--- config.mk ---
export PLATFORM = sky130hd
export DESIGN_NAME = alu_issue_ctrl
export DESIGN_NICKNAME = d
export VERILOG_FILES = /design/src/rtl/alu_pkg.sv /design/src/rtl/alu_regfile.sv /design/src/rtl/alu_issue_ctrl.sv
export SDC_FILE = /design/constraint.sdc
export NUM_CORES = 1
export LEC_CHECK = 0
export ABC_AREA = 1
export BUFFER_PORTS_ARGS = -buffer_cell sky130_fd_sc_hd__buf_2
export CAP_MARGIN = 20
export CORE_MARGIN = 5
export CORE_UTILIZATION = 45
export CTS_CLUSTER_DIAMETER = 40
export DETAILED_ROUTE_END_ITERATION = 12
export HOLD_SLACK_MARGIN = 0.1
export PLACE_DENSITY = 0.64
export SKIP_LAST_GASP = 1
export SYNTH_ARGS = -nofsm -noshare
export SYNTH_HDL_FRONTEND = slang
export SYNTH_SLANG_ARGS = --single-unit
--- constraint.sdc ---
create_clock -name clk -period 2.41 [get_ports clk]
set_clock_uncertainty 0.2 [all_clocks]
set_input_delay 0 -clock clk [delete_from_list [all_inputs] [get_ports clk]]
set_output_delay 0 -clock clk [all_outputs]
set_load 0.005 [all_outputs]
--- src/rtl/alu_pkg.sv ---
// Shared opcodes, FSM encoding and alu request payload for the issue controller.
package alu_pkg;

  localparam int unsigned DATA_W = 8;

  localparam logic [2:0] OP_ADD = 3'd0;
  localparam logic [2:0] OP_SUB = 3'd1;
  localparam logic [2:0] OP_AND = 3'd2;
  localparam logic [2:0] OP_OR  = 3'd3;
  localparam logic [2:0] OP_XOR = 3'd4;
  localparam logic [2:0] OP_NOT = 3'd5;
  localparam logic [2:0] OP_SHR = 3'd6;
  localparam logic [2:0] OP_SHL = 3'd7;

  localparam logic [0:0] IDLE = 1'b0;
  localparam logic [0:0] EXEC = 1'b1;

  typedef struct packed {
    logic [2:0]        opcode;
    logic [DATA_W-1:0] a;
    logic [DATA_W-1:0] b;
  } alu_req_t;

endpackage

--- src/rtl/alu_regfile.sv ---
// NREGS x 8 register file: two operand read ports, a debug read port, alu and host write ports.
module alu_regfile
  import alu_pkg::*;
#(
  parameter int unsigned NREGS = 8,
  parameter int unsigned AW    = $clog2(NREGS)
) (
  input  logic              clk,
  input  logic              rst,
  input  logic              wb_en,
  input  logic [AW-1:0]     wb_addr,
  input  logic [DATA_W-1:0] wb_data,
  input  logic              ld_en,
  input  logic [AW-1:0]     ld_addr,
  input  logic [DATA_W-1:0] ld_data,
  input  logic [AW-1:0]     raddr1,
  output logic [DATA_W-1:0] rdata1,
  input  logic [AW-1:0]     raddr2,
  output logic [DATA_W-1:0] rdata2,
  input  logic [AW-1:0]     dbg_addr,
  output logic [DATA_W-1:0] dbg_data
);

  logic [DATA_W-1:0] mem [NREGS];

  // Parent guarantees the two write ports never target the same entry.
  always_ff @(posedge clk) begin
    if (rst) begin
      for (int i = 0; i < int'(NREGS); i++) mem[i] <= '0;
    end else begin
      if (ld_en) mem[ld_addr] <= ld_data;
      if (wb_en) mem[wb_addr] <= wb_data;
    end
  end

  assign rdata1   = mem[raddr1];
  assign rdata2   = mem[raddr2];
  assign dbg_data = mem[dbg_addr];

endmodule

--- src/rtl/alu_issue_ctrl.sv ---
// Issue/writeback controller in front of the 8-bit alu: accept, execute one cycle, write back.
// Defining ALU_IMM_EN adds an immediate source for operand B (instr_use_imm/instr_imm).
module alu_issue_ctrl
  import alu_pkg::*;
#(
  parameter int unsigned NREGS = 8,
  parameter int unsigned AW    = $clog2(NREGS)
) (
  input  logic              clk,
  input  logic              rst,
  input  logic              instr_valid,
  output logic              instr_ready,
  input  logic [2:0]        instr_opcode,
  input  logic [AW-1:0]     instr_rd,
  input  logic [AW-1:0]     instr_rs1,
  input  logic [AW-1:0]     instr_rs2,
`ifdef ALU_IMM_EN
  input  logic              instr_use_imm,
  input  logic [DATA_W-1:0] instr_imm,
`endif
  input  logic              ld_en,
  input  logic [AW-1:0]     ld_addr,
  input  logic [DATA_W-1:0] ld_data,
  output logic [2:0]        alu_opcode,
  output logic [DATA_W-1:0] alu_a,
  output logic [DATA_W-1:0] alu_b,
  input  logic [DATA_W-1:0] alu_out,
  input  logic              alu_cy,
  input  logic              alu_zero,
  output logic              done,
  output logic              flag_cy,
  output logic              flag_zero,
  input  logic [AW-1:0]     dbg_addr,
  output logic [DATA_W-1:0] dbg_data
);

  logic [0:0]        state;
  logic [0:0]        state_nxt;
  logic [AW-1:0]     rd_q;
  alu_req_t          req_q;
  logic [DATA_W-1:0] rs1_data;
  logic [DATA_W-1:0] rs2_data;
  logic [DATA_W-1:0] b_sel_c;
  logic              accept_c;
  logic              wb_c;
  logic              ld_keep_c;

  assign instr_ready = (state == IDLE) && !rst;
  assign accept_c    = instr_valid && instr_ready;
  assign wb_c        = (state == EXEC);
  // Alu writeback wins a same-address collision; the host write is dropped.
  assign ld_keep_c   = ld_en && !(wb_c && (ld_addr == rd_q));

`ifdef ALU_IMM_EN
  assign b_sel_c = instr_use_imm ? instr_imm : rs2_data;
`else
  assign b_sel_c = rs2_data;
`endif

  always_comb begin
    state_nxt = state;
    case (state)
      IDLE:    if (accept_c) state_nxt = EXEC;
      EXEC:    state_nxt = IDLE;
      default: state_nxt = IDLE;
    endcase
  end

  always_ff @(posedge clk) begin
    if (rst) begin
      state     <= IDLE;
      req_q     <= '0;
      rd_q      <= '0;
      done      <= 1'b0;
      flag_cy   <= 1'b0;
      flag_zero <= 1'b0;
    end else begin
      state <= state_nxt;
      done  <= wb_c;
      if (accept_c) begin
        req_q.opcode <= instr_opcode;
        req_q.a      <= rs1_data;
        req_q.b      <= b_sel_c;
        rd_q         <= instr_rd;
      end
      if (wb_c) begin
        flag_cy   <= alu_cy;
        flag_zero <= alu_zero;
      end
    end
  end

  assign alu_opcode = req_q.opcode;
  assign alu_a      = req_q.a;
  assign alu_b      = req_q.b;

  alu_regfile #(.NREGS(NREGS), .AW(AW)) u_rf (
    .clk      (clk),
    .rst      (rst),
    .wb_en    (wb_c),
    .wb_addr  (rd_q),
    .wb_data  (alu_out),
    .ld_en    (ld_keep_c),
    .ld_addr  (ld_addr),
    .ld_data  (ld_data),
    .raddr1   (instr_rs1),
    .rdata1   (rs1_data),
    .raddr2   (instr_rs2),
    .rdata2   (rs2_data),
    .dbg_addr (dbg_addr),
    .dbg_data (dbg_data)
  );

endmodule

==> run_results.csv, run 1 <==
group,metric,value,unit
final_layout,area_delta_synth_final,20.3,%
timing,fmax,433,MHz
grt,grtUsageMet2,39.0,%
outcome,outcome,"complete, no violations",
clock_network,clock_path_buffers,2,
placed_design,io_buffers,70,
routing,viasPerCell,5.52,
clock_network,clkTransAtPathRegs,60,ps
final_layout,layout.cells.non_filler,1143,
critical_path,path_common_cell,"dlygate4sd3_1",
critical_path,critPathSlowestCell,"dlygate4sd3_1",
placed_design,gp_congestion,0.898,
clock_network,numCtsBuffers,9,
critical_path,crit_chain,"dlygate4sd3_1, buf_2, nor2_4, buf_4, nand4_1, nand2_1, dlygate4sd3_1",
logic_synthesis,synthCells,877,
critical_path,regToRegSetupSlack,110,ps
floorplan,chipWidth,126,um
logic_synthesis,synth-compound-area-share,8.53,%
timing,final.period_utilization,95.8,%
grt,grt_use_met1,33.1,%
grt,grt_pass1_vias,5718,
critical_path,r2r_cells,8,
placed_design,dp.cells,1077,
floorplan,die_h,126,um
logic_synthesis,synth_xor_area_share,0.268,%
critical_path,worst-setup-path-type,"input port to flop",
grt,grt_pass1_wl,31000,um
power_and_ir_drop,max-vdd-ir-drop,0.323,mV
critical_path,worst-path-buf-inv,4,
critical_path,startpoint_type,"input port",
logic_synthesis,synth_simple_gate_area_share,39.4,%
grt,top_usage_layer,"met2",
final_layout,drive_above_1_share,13.7,%
min_path,min_to,"u_rf.mem[6][0]$_DFFE_PP_",
timing,fin_crit,2310,ps
power_and_ir_drop,power-per-cell-area,537,mW/mm^2
clock_network,tritoncts,"yes",
final_layout,antenna_cells,0,
routing,vias,6314,
routing,drc,0,
clock_network,cts_root_buf,"clkbuf_16",
critical_path,cp_top_family,"buffers and inverters",
floorplan,coreArea,0.0132,sq mm
clock_network,htreeDepth,3,
critical_path,critPathCaptureType,"flop",
critical_path,cp_max_fo,24,
floorplan,rows,42,
logic_synthesis,ys_seq_area_share,40.3,%
timing,slew_headroom,46.0,%
timing,setup_viol,0,
timing,worst_pin_slew,809,ps
logic_synthesis,yosys_warnings,0,
critical_path,r2r_end,"u_rf.mem[3][0]$_DFFE_PP_",
routing,antenna_left,0,
routing,first_pass_iters,6,
min_path,hold_path.class,"input port to flop",
floorplan,die_area,0.0159,sq mm
critical_path,required,2420,ps
min_path,worstHoldStart,"ld_addr[1]",
final_layout,final_util,55.0,%
logic_synthesis,muxShareOfSynthArea,0,%
grt,track_usage,24.5,%
min_path,worstHoldPathCells,5,
final_layout,final_nets,1002,
logic_synthesis,syn-cell-area,0.00606,sq mm
critical_path,r2r_start,"state$_SDFF_PN0_",
logic_synthesis,yosysUniqueCellTypes,27,
logic_synthesis,ys_seq_elements,90,
timing,hold_viol,0,
floorplan,ios,71,
grt,grt_use_met3,4.15,%
grt,grt_overflow,0,
critical_path,slowest_delay,550,ps
floorplan,initial_utilization,45.8,%
run,drv_cap,0,
critical_path,cp_data_arrival_time,2320,ps
grt,antenna_found_initial,0,
logic_synthesis,synth_top_family_by_area,"simple AND/OR/NAND/NOR gates",
logic_synthesis,syn_nets,917,
routing,drtIter0Drc,908,
timing,finalMaxSlewViolations,0,
timing,timing.hold.ws,114,ps
power_and_ir_drop,p_leak,3.43,nW
clock_network,tritoncts_num_sinks,90,
clock_network,clk_latency,350,ps
routing,wl,19800,um
grt,grt_max_degree,42,
timing,rsz0062_at_grt,"yes",
logic_synthesis,avgSynthCellArea,6.91,sq um
final_layout,n_fill_cell,1306,
routing,wl_per_cell,17.3,um
logic_synthesis,synthAdderAreaFrac,0,%
placed_design,dpl.hpwl,14200,um
-- sequential cells by signal, indices dropped and copies added (netlist names) --
name,flops
u_rf.mem,64
alu_a,8
alu_b,8
alu_opcode,3
rd_q,3
done,1
flag_cy,1
flag_zero,1
state,1
-- how the worst max path moves through the flow --
| stage | to | slack (ps) | from | cells after the start |
|---|---|---|---|---|
| after floorplan | u_rf.mem[4][0]$_DFFE_PP_ | 580 | rd_q[2]$_SDFFE_PP0P_ | 6 |
| after global placement | u_rf.mem[0][7]$_DFFE_PP_ | 440 | rd_q[2]$_SDFFE_PP0P_ | 5 |
| after detailed placement | u_rf.mem[0][5]$_DFFE_PP_ | 400 | rd_q[2]$_SDFFE_PP0P_ | 5 |
| after CTS | u_rf.mem[3][0]$_DFFE_PP_ | 40 | rd_q[2]$_SDFFE_PP0P_ | 7 |
| after global routing | u_rf.mem[3][0]$_DFFE_PP_ | -0.8 | rd_q[1]$_SDFFE_PP0P_ | 10 |
| final | u_rf.mem[6][4]$_DFFE_PP_ | 100 | rst | 7 |
-- metrics by stage --
step | TNS [ps] | total power, mW | setup WS, ps | instance area, sq um
5_1_grt | -0.820 | 4.07 | -0.820 | 7290
3_3_place_gp | 0 | 2.47 | 441 | 6480
4_1_cts | 0 | 3.91 | 36.7 | 7280
3_5_place_dp | 0 | 2.48 | 395 | 6480
6_report | 0 | 3.91 | 101 | 7290
2_1_floorplan | 0 | 2.25 | 575 | 6060
-- synth_stat cells --
| cell type | instances | share of area [%] |
|---|---|---|
| dfxtp_1 | 26 | 8.6 |
| clkinv_1 | 3 | 0.19 |
| o21a_1 | 8 | 0.99 |
| nor2_1 | 19 | 1.2 |
| a22o_1 | 2 | 0.29 |
| a21oi_1 | 50 | 4.1 |
| nand4_1 | 64 | 6.6 |
| nor2_4 | 1 | 0.19 |
| buf_6 | 7 | 1.3 |
| buf_2 | 28 | 2.3 |
| xnor2_2 | 1 | 0.27 |
| inv_2 | 7 | 0.43 |
| clkbuf_1 | 17 | 1.1 |
| clkinv_2 | 1 | 0.083 |
| nand2_1 | 304 | 19 |
| buf_1 | 19 | 1.2 |
| a21oi_2 | 1 | 0.14 |
| o21ai_1 | 1 | 0.083 |
| buf_4 | 2 | 0.25 |
| nor3_4 | 3 | 0.81 |
| nand4_4 | 1 | 0.35 |
| o21ai_0 | 35 | 2.9 |
| nand3_1 | 134 | 11 |
| edfxtp_1 | 64 | 32 |
| nor3_2 | 1 | 0.17 |
| nor2_2 | 2 | 0.21 |
| inv_1 | 76 | 4.7 |
-- routing by layer --
metal / wire [um] / part of all wire [%]
met5: 0 / 0
met4: 836 / 4.2
met3: 1710 / 8.6
met2: 8900 / 45
met1: 8370 / 42
-- repair_timing --
| item | 4_1_cts | 5_1_grt |
|---|---|---|
| hold buffers | 50 | 0 |
| hold endpoints to repair | 90 | 0 |
| setup endpoints to repair | 0 | 3 |
| setup buffers | 0 | 0 |
| resized for setup | 0 | 3 |
-- layout by cell type (no fill, tap or decap), drive strengths merged, types with 2 or more instances in the layout --
master | Yosys | routed
clkinvlp | 0 | 2
o21ai | 36 | 36
buf | 56 | 97
clkinv | 4 | 4
nand4 | 65 | 65
a21oi | 51 | 51
o21a | 8 | 8
inv | 83 | 86
nor2 | 22 | 22
nand2 | 304 | 304
nor3 | 4 | 4
nand3 | 134 | 134
a22o | 2 | 2
dlygate4sd3 | 0 | 50
clkbuf | 17 | 10
dfxtp | 26 | 26
edfxtp | 64 | 64
-- worst register-to-register path, cell delays in order, from the launching register on --
cell and delay (ps):
dfxtp_1 410, inv_2 80, a21oi_2 150, nand4_4 140, buf_12 200, buf_4 190, nand4_1 70, nand2_1 60
dlygate4sd3_1 550
-- cell type report --
| class | instances | area, sq um | area share, % |
|---|---|---|---|
| clock inverter | 6 | 71.3 | 0.979 |
| inverter | 87 | 330 | 4.53 |
| sequential | 90 | 2440 | 33.5 |
| clock buffer | 10 | 229 | 3.14 |
| timing repair buffer | 147 | 1070 | 14.6 |
| tap | 176 | 220 | 3.02 |
| multi-input combinational | 627 | 2930 | 40.2 |
-- cells by family after synthesis --
| logic type | after synthesis |
|---|---|
| xor+xnor | 1 |
| simple gates | 529 |
| buf+inv | 160 |
| flops | 90 |
| compound gates | 97 |
-- where the power goes --
| group | internal (mW) | switching, mW | total, mW |
|---|---|---|---|
| logic | 0.252 | 0.471 | 0.723 |
| registers | 1.74 | 0.0520 | 1.79 |
| clock network | 0.814 | 0.582 | 1.40 |
| total | 2.81 | 1.10 | 3.91 |
Note: power is estimated with default switching activity, not from simulation.
==> run 2, diff against run 1 <==
--- a/config.mk
+++ b/config.mk
@@ -5,7 +5,7 @@
 export SDC_FILE = /design/constraint.sdc
 export NUM_CORES = 1
 export LEC_CHECK = 0
-export ABC_AREA = 1
+export ABC_AREA = 0
 export BUFFER_PORTS_ARGS = -buffer_cell sky130_fd_sc_hd__buf_2
 export CAP_MARGIN = 20
 export CORE_MARGIN = 5
@@ -13,7 +13,7 @@
 export CTS_CLUSTER_DIAMETER = 40
 export DETAILED_ROUTE_END_ITERATION = 12
 export HOLD_SLACK_MARGIN = 0.1
-export PLACE_DENSITY = 0.64
+export PLACE_DENSITY = 0.65
 export SKIP_LAST_GASP = 1
 export SYNTH_ARGS = -nofsm -noshare
 export SYNTH_HDL_FRONTEND = slang
==> run 2 against run 1 <==
  * Worst hold slack improved by 63 ps
  * Non-clock buffer count is 12 lower
  * First-iteration DRC count shrank 52%
  * Clock power is 6% higher
  * Cell count is 38% lower
  * Sequential share of layout area is 2.8 points higher
  * Total power rose by 1.2%
  * Sequential cell count unchanged
  * Die area fell by 8.5%
  * Global-route usage fell by 1.2 points
  * Critical path type is now flop to flop
  * Largest cell class unchanged
==> run_results.csv, run 2 <==
group,metric,value,unit
grt,grt_pass1_wl,25200,um
routing,vias,4604,
final_layout,n_fill_cell,1015,
final_layout,stdcell_area,0.00673,sq mm
timing,finalWorstSetupSlack,88.8,ps
logic_synthesis,syn_nets,490,
power_and_ir_drop,power-per-cell-area,589,mW/mm^2
routing,wl_per_cell,24.5,um
grt,grt_overflow,0,
critical_path,critPathCaptureType,"flop",
logic_synthesis,yosysUniqueCellTypes,35,
final_layout,area_delta_synth_final,22.3,%
logic_synthesis,ys_seq_area_share,44.4,%
routing,wl_met3,1540,um
logic_synthesis,yosys.area.top_type_share,34.9,%
clock_network,tritoncts_num_sinks,90,
logic_synthesis,synth_top_cell_by_area,"edfxtp_1",
critical_path,startpoint_type,"flop",
routing,wl_met1,7180,um
outcome,outcome,"complete, no violations",
clock_network,htreeDepth,3,
power_and_ir_drop,finalPower,3.96,mW
logic_synthesis,synth_commonest_cells,"mux2i_1, edfxtp_1, a22o_1, a22oi_1, a32o_1",
placed_design,pre_cts_ws,346,ps
routing,drtIter0Drc,434,
critical_path,worst-path-buf-inv,3,
critical_path,crit_chain,"nor2b_4, buf_6, nand2_1, dlygate4sd3_1, a21oi_1, dlygate4sd3_1",
min_path,worstHoldStart,"instr_rs2[2]",
critical_path,regToRegSetupSlack,90,ps
grt,grt_max_degree,26,
timing,slew_headroom,52.9,%
final_layout,regArea,0.00244,sq mm
floorplan,initial_utilization,45.8,%
timing,timing.hold.ws,177,ps
clock_network,clock_path_buffers,2,
grt,antenna_found_initial,0,
final_layout,antenna_cells,0,
critical_path,cp_data_arrival_time,2420,ps
logic_synthesis,ys_seq_elements,90,
logic_synthesis,avgSynthCellArea,12.2,sq um
timing,final.setup.tns,0,ps
logic_synthesis,synthFlopType,"edfxtp_1",
final_layout,final_common_cell,"buf_2",
final_layout,top_register,"u_rf.mem",
grt,track_usage,23.3,%
critical_path,r2r_end,"alu_opcode[1]$_SDFFE_PP0P_",
logic_synthesis,syn-cell-area,0.00550,sq mm
critical_path,cp_max_fo,11,
routing,antenna_left,0,
placed_design,dpl.hpwl,12300,um
min_path,min_to,"alu_b[6]$_SDFFE_PP0P_",
final_layout,layout_common_cells,"buf_2, mux2i_1, edfxtp_1",
critical_path,cp_top_family,"buffers and inverters",
clock_network,clkTransAtPathRegs,60,ps
timing,setup_viol,0,
timing,final.period_utilization,96.3,%
grt,grt_pass1_vias,4259,
timing,fmax,431,MHz
clock_network,numCtsBuffers,9,
timing,fin_crit,2320,ps
final_layout,layout.cells.non_filler,704,
final_layout,drive_above_1_share,24.8,%
placed_design,io_buffers,70,
final_layout,multi_input_area,0.00283,sq mm
clock_network,post_cts_buffers,0,
logic_synthesis,yosys_warnings,0,
placed_design,dp.cells,641,
floorplan,rows,40,
routing,first_pass_iters,6,
floorplan,ios,71,
timing,rsz0062_at_grt,"no",
clock_network,clk_latency,360,ps
critical_path,path_common_cell,"dlygate4sd3_1",
power_and_ir_drop,p_leak,2.74,nW
placed_design,placed_cell_area,0.00594,sq mm
floorplan,coreArea,0.0120,sq mm
logic_synthesis,postSynth.asyncResetShare,0,%
critical_path,worst-setup-path-type,"flop to flop",
timing,worst_pin_slew,704,ps
logic_synthesis,synthCells,450,
clock_network,cts_root_buf,"clkbuf_16",
routing,wl,17200,um
routing,wl_met2,7940,um
routing,drc,0,
min_path,worstHoldPathCells,5,
power_and_ir_drop,max-vdd-ir-drop,0.421,mV
critical_path,slowest_delay,560,ps
floorplan,die_h,121,um
critical_path,required,2500,ps
logic_synthesis,yosys-top-cells-area,"edfxtp_1, mux2i_1, dfxtp_1",
logic_synthesis,yosys.cell_count.top_type,"mux2i_1",
logic_synthesis,synth_edf_count,64,
min_path,hold_path.class,"input port to flop",
run,drv_cap,0,
final_layout,final_util,56.0,%
critical_path,critPathSlowestCell,"dlygate4sd3_1",
timing,hold_viol,0,
placed_design,gp_congestion,0.900,
routing,top_layer,"met4",
floorplan,die_area,0.0145,sq mm
floorplan,chipWidth,121,um
timing,finalMaxSlewViolations,0,
final_layout,final_nets,592,
routing,viasPerCell,6.54,
critical_path,r2r_cells,6,
critical_path,r2r_start,"state$_SDFF_PN0_",
final_layout,largest_reg_flops,64,
clock_network,tritoncts,"yes",
[run 2: cell types whose count changed after synthesis, moves of 21 or more]
cell,before,now
nand4_1,64,0
a21oi_1,50,22
a32o_1,0,32
o21ai_0,35,0
buf_2,28,7
inv_1,76,2
nand3_1,134,0
mux2i_1,0,66
a22o_1,2,32
nand2_1,304,16
a22oi_1,0,32
[run 2: kinds of logic after synthesis]
family	count (synthesis)	share of synthesized area, %
buf+inv	46	4.35
compound gates	134	21.1
flops	90	44.4
simple gates	89	9.08
xor+xnor	1	0.159
mux	90	20.9
[run 2: layout make-up]
| type | count | share of cell area (%) |
|---|---|---|
| Multi-Input combinational cell | 314 | 42.0 |
| Inverter | 2 | 0.112 |
| Tap cell | 147 | 2.73 |
| Clock buffer | 9 | 3.35 |
| Sequential cell | 90 | 36.3 |
| Clock inverter | 7 | 1.25 |
| Timing Repair Buffer | 135 | 14.2 |
[run 2: per-layer routing]
layer	global-route usage (%)	vias to the layer above
met4	9.70	0
met5	0	-
met3	4.44	40
met1	32.4	2275
li1	-	2025
met2	35.8	264
[run 2: timing repair]
action                     in CTS  in global routing
setup endpoints to repair       0                 11
resized for setup               0                  5
hold endpoints to repair       90                  0
hold buffers                   46                  0
[run 2: worst max path at each step]
stage	start	endpoint	slack (ps)	depth (start not counted)
2_1_floorplan	rd_q[0]$_SDFFE_PP0P_	u_rf.mem[2][0]$_DFFE_PP_	510	5
5_1_grt	rd_q[2]$_SDFFE_PP0P_	u_rf.mem[3][0]$_DFFE_PP_	20	6
3_3_place_gp	rd_q[2]$_SDFFE_PP0P_	u_rf.mem[7][6]$_DFFE_PP_	380	5
4_1_cts	state$_SDFF_PN0_	u_rf.mem[7][3]$_DFFE_PP_	20	5
3_5_place_dp	rd_q[2]$_SDFFE_PP0P_	u_rf.mem[7][6]$_DFFE_PP_	350	5
6_report	state$_SDFF_PN0_	alu_opcode[1]$_SDFFE_PP0P_	90	6
[run 2: worst min-delay path: stages]
cell	delay, ps
buf_2	110
nor2_1	140
a22oi_1	200
a21oi_1	100
nor3_1	130
[run 2: power breakdown]
group          internal, mW  leakage, nW  total, mW  switching (mW)
sequential             1.75        0.883       1.83          0.0832
combinational         0.292         1.71      0.644           0.352
clock                 0.826        0.154       1.49           0.662
total                  2.86         2.74       3.96            1.10
